**src/rtl/cpu_pkg.sv**
```systemverilog
// Shared CPU definitions: hazard-controller FSM encoding and frame-copy kinds.
package cpu_pkg;

  typedef enum logic [1:0] {
    ST_RUN     = 2'd0,
    ST_START   = 2'd1,
    ST_WAIT    = 2'd2,
    ST_RELEASE = 2'd3
  } hz_state_t;

  localparam logic COPY_KIND_FLUSH = 1'b0;
  localparam logic COPY_KIND_COPY  = 1'b1;

  function automatic logic src_matches(input logic uses, input logic [4:0] src,
                                       input logic [4:0] dst);
    return uses && (src == dst);
  endfunction

endpackage

```
**src/rtl/hazard_detect.sv**
```systemverilog
// Load-use comparator between the ID-stage sources and the EX-stage load destination.
module hazard_detect
  import cpu_pkg::*;
(
  input  logic [4:0] id_rs,
  input  logic [4:0] id_rt,
  input  logic       id_uses_rs,
  input  logic       id_uses_rt,
  input  logic       ex_mem_to_reg,
  input  logic       ex_reg_write,
  input  logic [4:0] ex_wadr,
  output logic       load_use
);

  // $0 is hardwired to zero, so a load into it never creates a dependency.
  always_comb begin
    load_use = ex_mem_to_reg && ex_reg_write && (ex_wadr != 5'd0) &&
               (src_matches(id_uses_rs, id_rs, ex_wadr) ||
                src_matches(id_uses_rt, id_rt, ex_wadr));
  end

endmodule

```
**src/rtl/pipeline_hazard_ctrl.sv**
```systemverilog
// Pipeline hazard controller: load-use bubbles, branch flushes and the
// multi-cycle frame-copy handshake that freezes the pipeline while it runs.
module pipeline_hazard_ctrl
  import cpu_pkg::*;
#(
  parameter int unsigned COPY_TIMEOUT = 4096
) (
  input  logic        CLK,
  input  logic        Reset,
  input  logic [4:0]  ID_Rs,
  input  logic [4:0]  ID_Rt,
  input  logic        ID_UsesRs,
  input  logic        ID_UsesRt,
  input  logic        EX_MemToReg,
  input  logic        EX_RegWrite,
  input  logic [4:0]  EX_WAdr,
  input  logic        EX_BranchTaken,
  input  logic        MEM_FrameFlush,
  input  logic        MEM_CopyToRAM,
  input  logic        Copy_Done,
  input  logic        Stall_Clr,
  output logic        PC_Stall,
  output logic        IFID_Stall,
  output logic        IDEX_Stall,
  output logic        EXMEM_Stall,
  output logic        IFID_Flush,
  output logic        IDEX_Flush,
  output logic        MEMWB_Bubble,
  output logic        Copy_Start,
  output logic        Copy_Kind,
  output logic        Busy,
  output logic        Copy_Err,
  output logic [31:0] Stall_Cycles
);

  localparam int unsigned TW = (COPY_TIMEOUT > 1) ? $clog2(COPY_TIMEOUT) : 1;
  localparam logic [TW-1:0] TIMEOUT_LAST = TW'(COPY_TIMEOUT - 1);

  hz_state_t     state;
  logic [TW-1:0] timeout_cnt;
  logic          copy_kind_q;
  logic          copy_err_q;
  logic [31:0]   stall_cnt;
  logic          load_use;

  hazard_detect u_hazard_detect (
    .id_rs        (ID_Rs),
    .id_rt        (ID_Rt),
    .id_uses_rs   (ID_UsesRs),
    .id_uses_rt   (ID_UsesRt),
    .ex_mem_to_reg(EX_MemToReg),
    .ex_reg_write (EX_RegWrite),
    .ex_wadr      (EX_WAdr),
    .load_use     (load_use)
  );

  always_ff @(posedge CLK) begin
    if (Reset) begin
      state       <= ST_RUN;
      timeout_cnt <= '0;
      copy_kind_q <= COPY_KIND_FLUSH;
      copy_err_q  <= 1'b0;
      stall_cnt   <= '0;
    end else begin
      if (Stall_Clr)
        stall_cnt <= '0;
      else if (PC_Stall)
        stall_cnt <= stall_cnt + 32'd1;

      unique case (state)
        ST_RUN: begin
          if (MEM_FrameFlush || MEM_CopyToRAM) begin
            state       <= ST_START;
            copy_kind_q <= MEM_FrameFlush ? COPY_KIND_FLUSH : COPY_KIND_COPY;
          end
        end
        ST_START: begin
          state       <= ST_WAIT;
          timeout_cnt <= '0;
        end
        ST_WAIT: begin
          if (Copy_Done) begin
            state <= ST_RELEASE;
          end else if (timeout_cnt == TIMEOUT_LAST) begin
            copy_err_q <= 1'b1;
            state      <= ST_RELEASE;
          end else begin
            timeout_cnt <= timeout_cnt + 1'b1;
          end
        end
        ST_RELEASE: state <= ST_RUN;
      endcase
    end
  end

  always_comb begin
    PC_Stall     = 1'b0;
    IFID_Stall   = 1'b0;
    IDEX_Stall   = 1'b0;
    EXMEM_Stall  = 1'b0;
    IFID_Flush   = 1'b0;
    IDEX_Flush   = 1'b0;
    MEMWB_Bubble = 1'b0;
    Copy_Start   = 1'b0;
    Busy         = 1'b0;
    unique case (state)
      ST_START, ST_WAIT: begin
        PC_Stall     = 1'b1;
        IFID_Stall   = 1'b1;
        IDEX_Stall   = 1'b1;
        EXMEM_Stall  = 1'b1;
        MEMWB_Bubble = 1'b1;
        Busy         = 1'b1;
        // Reset aborts the operation before the engine ever sees a start.
        Copy_Start   = (state == ST_START) && !Reset;
      end
      ST_RUN, ST_RELEASE: begin
        if (EX_BranchTaken) begin
          IFID_Flush = 1'b1;
          IDEX_Flush = 1'b1;
        end else if (load_use) begin
          PC_Stall   = 1'b1;
          IFID_Stall = 1'b1;
          IDEX_Flush = 1'b1;
        end
      end
    endcase
  end

  assign Copy_Kind    = copy_kind_q;
  assign Copy_Err     = copy_err_q;
  assign Stall_Cycles = stall_cnt;

endmodule

```
**config.mk**
```make
export PLATFORM = sky130hd
export DESIGN_NAME = pipeline_hazard_ctrl
export DESIGN_NICKNAME = d
export VERILOG_FILES = /design/src/rtl/cpu_pkg.sv /design/src/rtl/hazard_detect.sv /design/src/rtl/pipeline_hazard_ctrl.sv
export SDC_FILE = /design/constraint.sdc
export NUM_CORES = 1
export LEC_CHECK = 0
export ABC_AREA = 1
export BUFFER_PORTS_ARGS = -buffer_cell sky130_fd_sc_hd__buf_4
export CORE_MARGIN = 10
export CORE_UTILIZATION = 25
export DETAILED_ROUTE_END_ITERATION = 7
export SYNTH_ARGS = -nofsm -noshare
export SYNTH_HDL_FRONTEND = slang
export SYNTH_HIERARCHICAL = 1
export SYNTH_SLANG_ARGS = --single-unit
```
**constraint.sdc**
```tcl
create_clock -name CLK -period 2.3 [get_ports CLK]
set_clock_uncertainty 0.2 [all_clocks]
set_input_delay 0.345 -clock CLK [delete_from_list [all_inputs] [get_ports CLK]]
set_output_delay 0.345 -clock CLK [all_outputs]
set_load 0.02 [all_outputs]
```
==> Word level (Yosys, flattened, before mapping) <==
Index checks and enable logic that the tools add are counted.
{ "word_totals": {"reg_bits": 48, "inputBits": 26, "wordCells": 54} }
{ "op_classes": {"n_mux": 17, "eq_ne": 10, "n_reduce_logical": 19, "n_addsub": 2, "bitwise_logic": 1} }
{ "ops": {"columns": ["operator", "n"], "rows": [
  ["32-bit by 1-bit adder with 32-bit output (second input constant)", 1],
  ["12-bit two-way mux", 2],
  ["12-bit case mux with 2 select lines", 1],
  ["12-bit by 1-bit adder with 12-bit output (second input constant)", 1],
  ["12-bit equality test (second input constant)", 1],
  ["5-bit equality test", 2],
  ["1-bit two-way mux", 9],
  ["2-bit case mux with 4 select lines", 1],
  ["1-bit logical AND", 6],
  ["2-bit two-way mux", 3],
  ["2-bit != test (second input constant)", 3],
  ["3-bit AND reduction", 2],
  ["2-bit OR reduction", 3],
  ["5-bit nonzero test", 1],
  ["2-bit equality test (second input constant)", 2],
  ["2-bit AND reduction", 2],
  ["3-bit != test (second input constant)", 1],
  ["2-bit by 1-bit equality test with 1-bit output (second input constant)", 1],
  ["2-bit logical NOT", 1],
  ["1-bit logical OR", 2],
  ["1-bit case mux with 2 select lines", 1],
  ["2-bit nonzero test", 1],
  ["1-bit logical NOT", 1],
  ["1-bit inverter", 1]
]} }

==> Logic depth before layout (Yosys ltp) <==
Gate-level depths: netlist of run 1.
{ "depth": {"ltp_word": 7, "ltp_mapped": 16} }

==> Modules after synthesis <==
Netlist of run 1, hierarchy kept.
{ "by_module_without_submodules": {"columns": ["module", "area_per_inst_um2", "cells_each", "instances"], "rows": [
  ["pipeline_hazard_ctrl", 2807.7, 432, 1],
  ["hazard_detect", 217.7, 55, 1]
]} }

==> Worst setup path before layout of run 1 <==
Ideal clock, no wire load.
{ "synth_timing": {"kind": "register to register", "from": "register state[0]", "to": "register stall_cnt[18] (netlist: Stall_Cycles[18])", "setup_ns": 0.116, "path_slack_ns": 0.247, "stages_incl_launch_ff": 12, "arrival_ns": 1.737, "period_less_slack_ns": 2.053, "path_cell_list": "dfxtp_1 inv_1 ha_1 inv_2 nand2_4 nand2_4 nor2_8 nand2_2 nor2_4 nand2_1 o21ai_0 nor2_1"} }
{ "synth_between": {"elab_chain_cells": 3} }
{ "synth_lines": {"columns": ["item", "line_no", "rtl"], "rows": [
  ["start: declaration", "pipeline_hazard_ctrl.sv:39", "hz_state_t state;"],
  ["start signal: assignment", "pipeline_hazard_ctrl.sv:59", "state <= ST_RUN;"],
  ["start signal: assignment", "pipeline_hazard_ctrl.sv:73", "state <= ST_START;"],
  ["start signal: assignment", "pipeline_hazard_ctrl.sv:78", "state <= ST_WAIT;"],
  ["2-bit equality test (tied with other cells)", "pipeline_hazard_ctrl.sv:106", "unique case (state)"],
  ["2-bit OR reduction", "pipeline_hazard_ctrl.sv:106", null],
  ["1-bit case mux with 2 select lines *", "pipeline_hazard_ctrl.sv:106", null],
  ["end signal: assignment", "pipeline_hazard_ctrl.sv:68", "stall_cnt <= stall_cnt + 32'd1;"],
  ["end: declaration", "pipeline_hazard_ctrl.sv:43", "logic [31:0] stall_cnt;"]
]} }
Mark *: on every way between the ends. The rest lies on a longest branch, timed or not.
A chain may end at the register's enable or synchronous reset.

==> Worst setup path in the final report of run 1 <==
{ "layout_timing": {"from": "register state[0]", "to": "output port IFID_Stall"} }
{ "layout_between": {"elab_chain_cells": 3} }
{ "layout_lines": {"columns": ["item", "line_no", "rtl"], "rows": [
  ["2-bit equality test (tied with other cells)", "pipeline_hazard_ctrl.sv:106", null],
  ["2-bit OR reduction", "pipeline_hazard_ctrl.sv:106", null],
  ["1-bit case mux with 2 select lines *", "pipeline_hazard_ctrl.sv:106", null],
  ["end: declaration", "pipeline_hazard_ctrl.sv:23", "output logic IFID_Stall,"]
]} }
Marks and branches as above.

==> results of run 1 <==
## final cells by class
cell class / instances / area share, %
inverters: 77 / 7.55
clock inverters: 3 / 0.490
multi-input cells: 353 / 44.7
flip-flops and latches: 48 / 25.1
clock buffers: 5 / 3.27
repair buffers: 72 / 14.1
well taps: 147 / 4.80
## power by group
group,switching [mW],leakage [nW],internal [mW]
sequential,0.0293,0.387,0.864
combinational,0.535,1.26,0.322
clock,0.336,0.0736,0.402
total,0.901,1.72,1.59
## stage by stage
step | instance area (um^2) | hold slack (ns) | power (mW)
after global routing | 3830 | 0.0391 | 2.64
after global placement | 3690 | 0.263 | 1.77
after CTS | 3830 | 0.0334 | 2.53
after detailed placement | 3690 | 0.269 | 1.78
final | 3830 | 0.0399 | 2.49
after floorplan | 3030 | 0.223 | 1.52
## flip-flops by register name (all words and copies together) (netlist names)
| signal | flops |
|---|---|
| Copy_Err | 1 |
| Copy_Kind | 1 |
| Stall_Cycles | 32 |
| state | 2 |
| timeout_cnt | 12 |
## routing by layer
metal	track usage, %	wire length [um]	vias up
met5	0	0	-
met4	3.17	122	0
met3	2.47	400	6
met2	18.1	4350	59
met1	12.2	3620	1401
li1	-	-	1656
## logic make-up (layout without fill, tap and decap cells)
kind of cell    after synthesis  in the layout  share of synthesized area, %
fa+ha+maj                     6              6                          2.48
buf+inv                      86            157                          11.7
xor+xnor                      5              5                          1.45
compound gates               49             49                          8.77
simple gates                293            293                          43.9
flops                        48             48                          31.8
## cell usage in the layout, fill, tap and decap left out, types with 2 or more instances in the layout
| cell type | n |
|---|---|
| nor3_1 | 10 |
| inv_2 | 7 |
| nor2_1 | 77 |
| xnor2_1 | 4 |
| buf_4 | 72 |
| a21oi_1 | 29 |
| inv_1 | 70 |
| nand4_1 | 8 |
| nor2_2 | 7 |
| o21ai_0 | 14 |
| clkbuf_16 | 5 |
| nand2_1 | 133 |
| nand2_2 | 6 |
| ha_1 | 6 |
| nor2_4 | 5 |
| nand3_2 | 3 |
| dfxtp_1 | 48 |
| nand2_4 | 5 |
| nand3_1 | 35 |
| clkinv_2 | 2 |
## worst min-delay path by stage
stage                     slack [ns]  cells past startpoint         to           start
after floorplan                 0.22                      1  Copy_Kind           Reset
after global placement          0.26                      2   Copy_Err        Copy_Err
after detailed placement        0.27                      2   Copy_Err        Copy_Err
after CTS                       0.03                      2  Copy_Kind  MEM_FrameFlush
after global routing            0.04                      2  Copy_Kind  MEM_FrameFlush
final                           0.04                      2  Copy_Kind  MEM_FrameFlush
==> summary.txt, run 1 <==
grt ovf - 0
Clock Tree Root - clkbuf_16
RSZ-0062 raised after global routing - no
post-placement cell count - 697
Tightest Hold Check Type - primary input to flop
Worst path slowest cell - dfxtp_1
Yosys reg bits - 48
max-slew violations - 0
setup TNS - 0 ns
router iterations before antenna repair - 5
status - finished, final reports clean
Post-synth top cells - nand2_1, nor2_1, inv_1, dfxtp_1, nand3_1
TritonCTS clock tree - yes
Levels on crit path - 6
post_cts resized - 0
CTS Sinks - 48
fin crit share - 93.0%
most used cell, CP - buf_4
Final #Nets - 589
starting density of the core - 25.4%
TritonCTS buffer count - 5
crit path DAT - 1.59 ns
Residual DRC - 0
reg2reg end - timeout_cnt[9]
CP peak stage delay - 0.36 ns
Filler cells - 1322
count leader, synth - nand2_1
FF+latch area - 961 um^2
crit path to - IFID_Stall
Clock Latency Late Sink - 0.29 ns
post-synthesis area per instance - 6.21 um^2
critical path endpoint category - primary output
Slew headroom - 79.2%
Vias - 3122
R2R cell count - 8
H-tree levels - 2
reg2reg setup slack - 0.28 ns
core area - 11900 um^2
Yosys top cell by area - dfxtp_1
synth warn - 6
fmax - 0.467 GHz
row count - 40
pre-CTS WS - 0.0684 ns
final wirelength - 8490 um
Synth Instances - 487
die width - 130 um
die area - 16900 um^2
delay-heaviest family, CP - buffers and inverters
initial antenna violation count - 0
Synth Flop Type - dfxtp_1
non-filler instance count after layout - 705
largest net degree at the start of global routing - 16
Async S/R FF share, synth - 0%
Die Y - 130 um
Post-CTS Setup Repair Bufs - 0
Max Buffers Root-to-Sink - 2
hpwl dp - 6800 um
EDFF count, synth - 0
first-pass GRT wire length - 14300 um
final count of negative-setup-slack endpoints - 0
VDD IR max - 0.323 mV
worst-path cell chain - inv_1 -> ha_1 -> inv_2 -> o21ai_4 -> buf_4 -> buf_4
number of global-route vias before repair - 2938
setup ws final - 0.160 ns
post-synth top area share - 31.8%
area delta synth->final - 26.6%
data required time of the critical path - 1.75 ns
Antenna Nets Post-Route - 0
critical path type - flop to primary output
FF-to-FF Start - state[0]
max cap viols - 0
port bufs - 68
Total Routing Usage GR - 10.3%
cell area power density - 650 nW/um^2
Multi-input gate area - 1710 um^2
P_leak - 1.72 nW
Tightest Pin Transition - 0.310 ns
Worst Setup Start Kind - flop
Seq/Total Area, Yosys - 31.8%
fin crit period - 2.14 ns
Clock transition at path regs - 0.07 ns
GPL Wtd Cong - 0.890
Final Util - 32.2%
synth top area cells - dfxtp_1, nand2_1, nor2_1
WP buf/inv - 4
Ant. Diodes - 0
post-synthesis cell area - 3030 um^2
Starting DRT DRC Count - 214
Worst Setup SP - state[0]
fraction of layout cells with a size suffix above 1 - 20.8%
hold buffers post-CTS - 0
drt wl/cell - 12.0 um
post-synth cell types - 31
Vias per Instance - 4.43
CP max FO - 6
IO Pins - 69
Syn Nets - 519
Final Hold Viols - 0
No activity file was read; power rests on OpenSTA's default activity.
==> inputs of run 2 (changes only) <==
CELL_PAD_IN_SITES_DETAIL_PLACEMENT = 0   (was unset)
CELL_PAD_IN_SITES_GLOBAL_PLACEMENT = 1   (was unset)
CORE_ASPECT_RATIO = 0.8   (was unset)
PLACE_DENSITY_LB_ADDON = 0.1   (was unset)
clock period = 2.5 ns   (was 2.3 ns; I/O delays follow)
==> summary.txt, run 2 (synthesis gave the netlist of run 1 again) <==
DP Area - 3680 um^2 (-0.17%)
design area - 3840 um^2 (+0.36%)
post_cts resized - 0 (unchanged)
first-pass GRT wire length - 15100 um (+6.1%)
RSZ-0062 raised after global routing - no
Comb pwr share - 33.0% (-1.4 points)
Starting DRT DRC Count - 181 (-15%)
Vias per Instance - 4.33 (-2.1%)
H-tree levels - 2 (unchanged)
P_leak - 1.73 nW (+0.13%)
non-filler instance count after layout - 705 (unchanged)
fmax - 0.464 GHz
most frequent cells in the layout - nand2_1, nor2_1, buf_4, inv_1, dfxtp_1
final wirelength - 9100 um (+7.2%)
VDD IR max - 0.458 mV (+42%)
delay-heaviest family, CP - buffers and inverters
worst-path cell chain - inv_1 -> ha_1 -> inv_2 -> o21ai_4 -> buf_4 -> buf_4
starting density of the core - 25.9% (+0.48 points)
busiest layer in global routing - met1
hpwl dp - 7240 um (+6.6%)
share of power burned in registers - 34.3% (-1.6 points)
met1 usage - 15.5% (+3.3 points)
GPL Wtd Cong - 0.783 (-12%)
Antenna Nets Post-Route - 0 (unchanged)
status - finished, final reports clean
setup ws final - 0.346 ns (+0.186 ns)
most used cell, CP - buf_4
grt ovf - 0 (unchanged)
die width - 143 um (+10%)
Tightest Hold Check Type - primary input to flop
Net Sw Power - 0.832 mW (-7.6%)
Total Routing Usage GR - 10.9% (+0.60 points)
Worst Setup SP - state[0]
row count - 35 (-13%)
Worst path slowest cell - dfxtp_1
WP buf/inv - 4 (unchanged)
final count of negative-setup-slack endpoints - 0 (unchanged)
Clock Latency Late Sink - 0.29 ns (about the same)
Clock power frac - 32.7% (+3.0 points)
Tightest Pin Transition - 0.455 ns (+0.146 ns)
data required time of the critical path - 1.92 ns (+0.17 ns)
core area - 11700 um^2 (-1.8%)
TritonCTS buffer count - 5 (unchanged)
CTS Sinks - 48 (unchanged)
Largest register FFs - 32 (unchanged)
hold buffers post-CTS - 0 (unchanged)
FF-to-FF Start - state[0]
fraction of layout cells with a size suffix above 1 - 20.5% (-0.32 points)
Final Power - 2.39 mW (-3.8%)
Final Hold Viols - 0 (unchanged)
area delta synth->final - 27.0%
Worst Setup Start Kind - flop
critical path type - flop to primary output
setup TNS - 0 ns (unchanged)
met2 Track Usage GR - 15.5% (-2.6 points)
Max Buffers Root-to-Sink - 2 (unchanged)
Residual DRC - 0 (unchanged)
fin crit period - 2.15 ns
Clock Tree Root - clkbuf_16
port bufs - 68 (unchanged)
Die Y - 118 um (-8.9%)
Final #Nets - 588 (-0.17%)
CP peak stage delay - 0.35 ns (about the same)
Slew headroom - 69.4% (-9.8 points)
Switching Fraction - 34.8% (-1.4 points)
drt wl/cell - 12.9 um (+7.2%)
cell area power density - 623 nW/um^2 (-4.1%)
largest net degree at the start of global routing - 27 (+11)
most common cell after layout, fill and taps aside - nand2_1
die area - 16900 um^2 (+0.17%)
crit path DAT - 1.58 ns (about the same)
Int Pwr - 1.56 mW (-1.6%)
Ant. Diodes - 0 (unchanged)
TritonCTS clock tree - yes
met3 Use GR - 3.68% (+1.2 points)
Clock transition at path regs - 0.06 ns (about the same)
Vias - 3056 (-2.1%)
fin crit share - 86.1%
post-placement cell count - 697 (unchanged)
initial antenna violation count - 0 (unchanged)
critical path endpoint category - primary output
IO Pins - 69 (unchanged)
number of global-route vias before repair - 3072 (+4.6%)
Post-CTS Setup Repair Bufs - 0 (unchanged)
max cap viols - 0 (unchanged)
router iterations before antenna repair - 4 (-1)
max-slew violations - 0 (unchanged)
hold_sp - MEM_FrameFlush
pre-CTS WS - 0.120 ns (+0.0520 ns)
CP max FO - 7 (+1)
==> run 2: worst paths after layout <==
path / endpoint / slack (ns) / cells after the start
worst max-delay path: PC_Stall / 0.35 / 6
worst min-delay path: Copy_Kind / 0.07 / 2
worst max register to register: timeout_cnt[7] / 0.48 / 9
worst min register to register: Copy_Err / 0.29 / 2
==> run 2: area by class of cell <==
class                   count  area, um^2
flip-flops and latches     48         961
clock inverters             2        35.0
well taps                 148         185
repair buffers             71         533
fillers                  1282        7850
multi-input cells         353        1710
clock buffers               6         129
inverters                  77         289
==> run 2: power groups by stage <==
stage / logic [mW] / clock network [mW] / registers [mW]
global route: 0.888 / 0.835 / 0.827
global placement: 0.800 / 0 / 0.839
detailed placement: 0.805 / 0 / 0.840
finish: 0.790 / 0.783 / 0.822
CTS: 0.807 / 0.816 / 0.822
floorplan: 0.546 / 0 / 0.853
==> run 2: through the flow <==
| stage | util [%] | hold WS (ns) |
|---|---|---|
| 3_5_place_dp | 31.5 | 0.278 |
| 5_1_grt | 32.9 | 0.0813 |
| 3_3_place_gp | 31.5 | 0.256 |
| 2_1_floorplan | - | 0.253 |
| 4_1_cts | 32.9 | 0.0646 |
| 6_report | 32.9 | 0.0718 |
==> run 2: layer usage <==
metal	vias to the layer above	share of wire, %
met3	5	5.5
li1	1658	-
met1	1340	53
met2	53	41
met4	0	0.65
met5	-	0
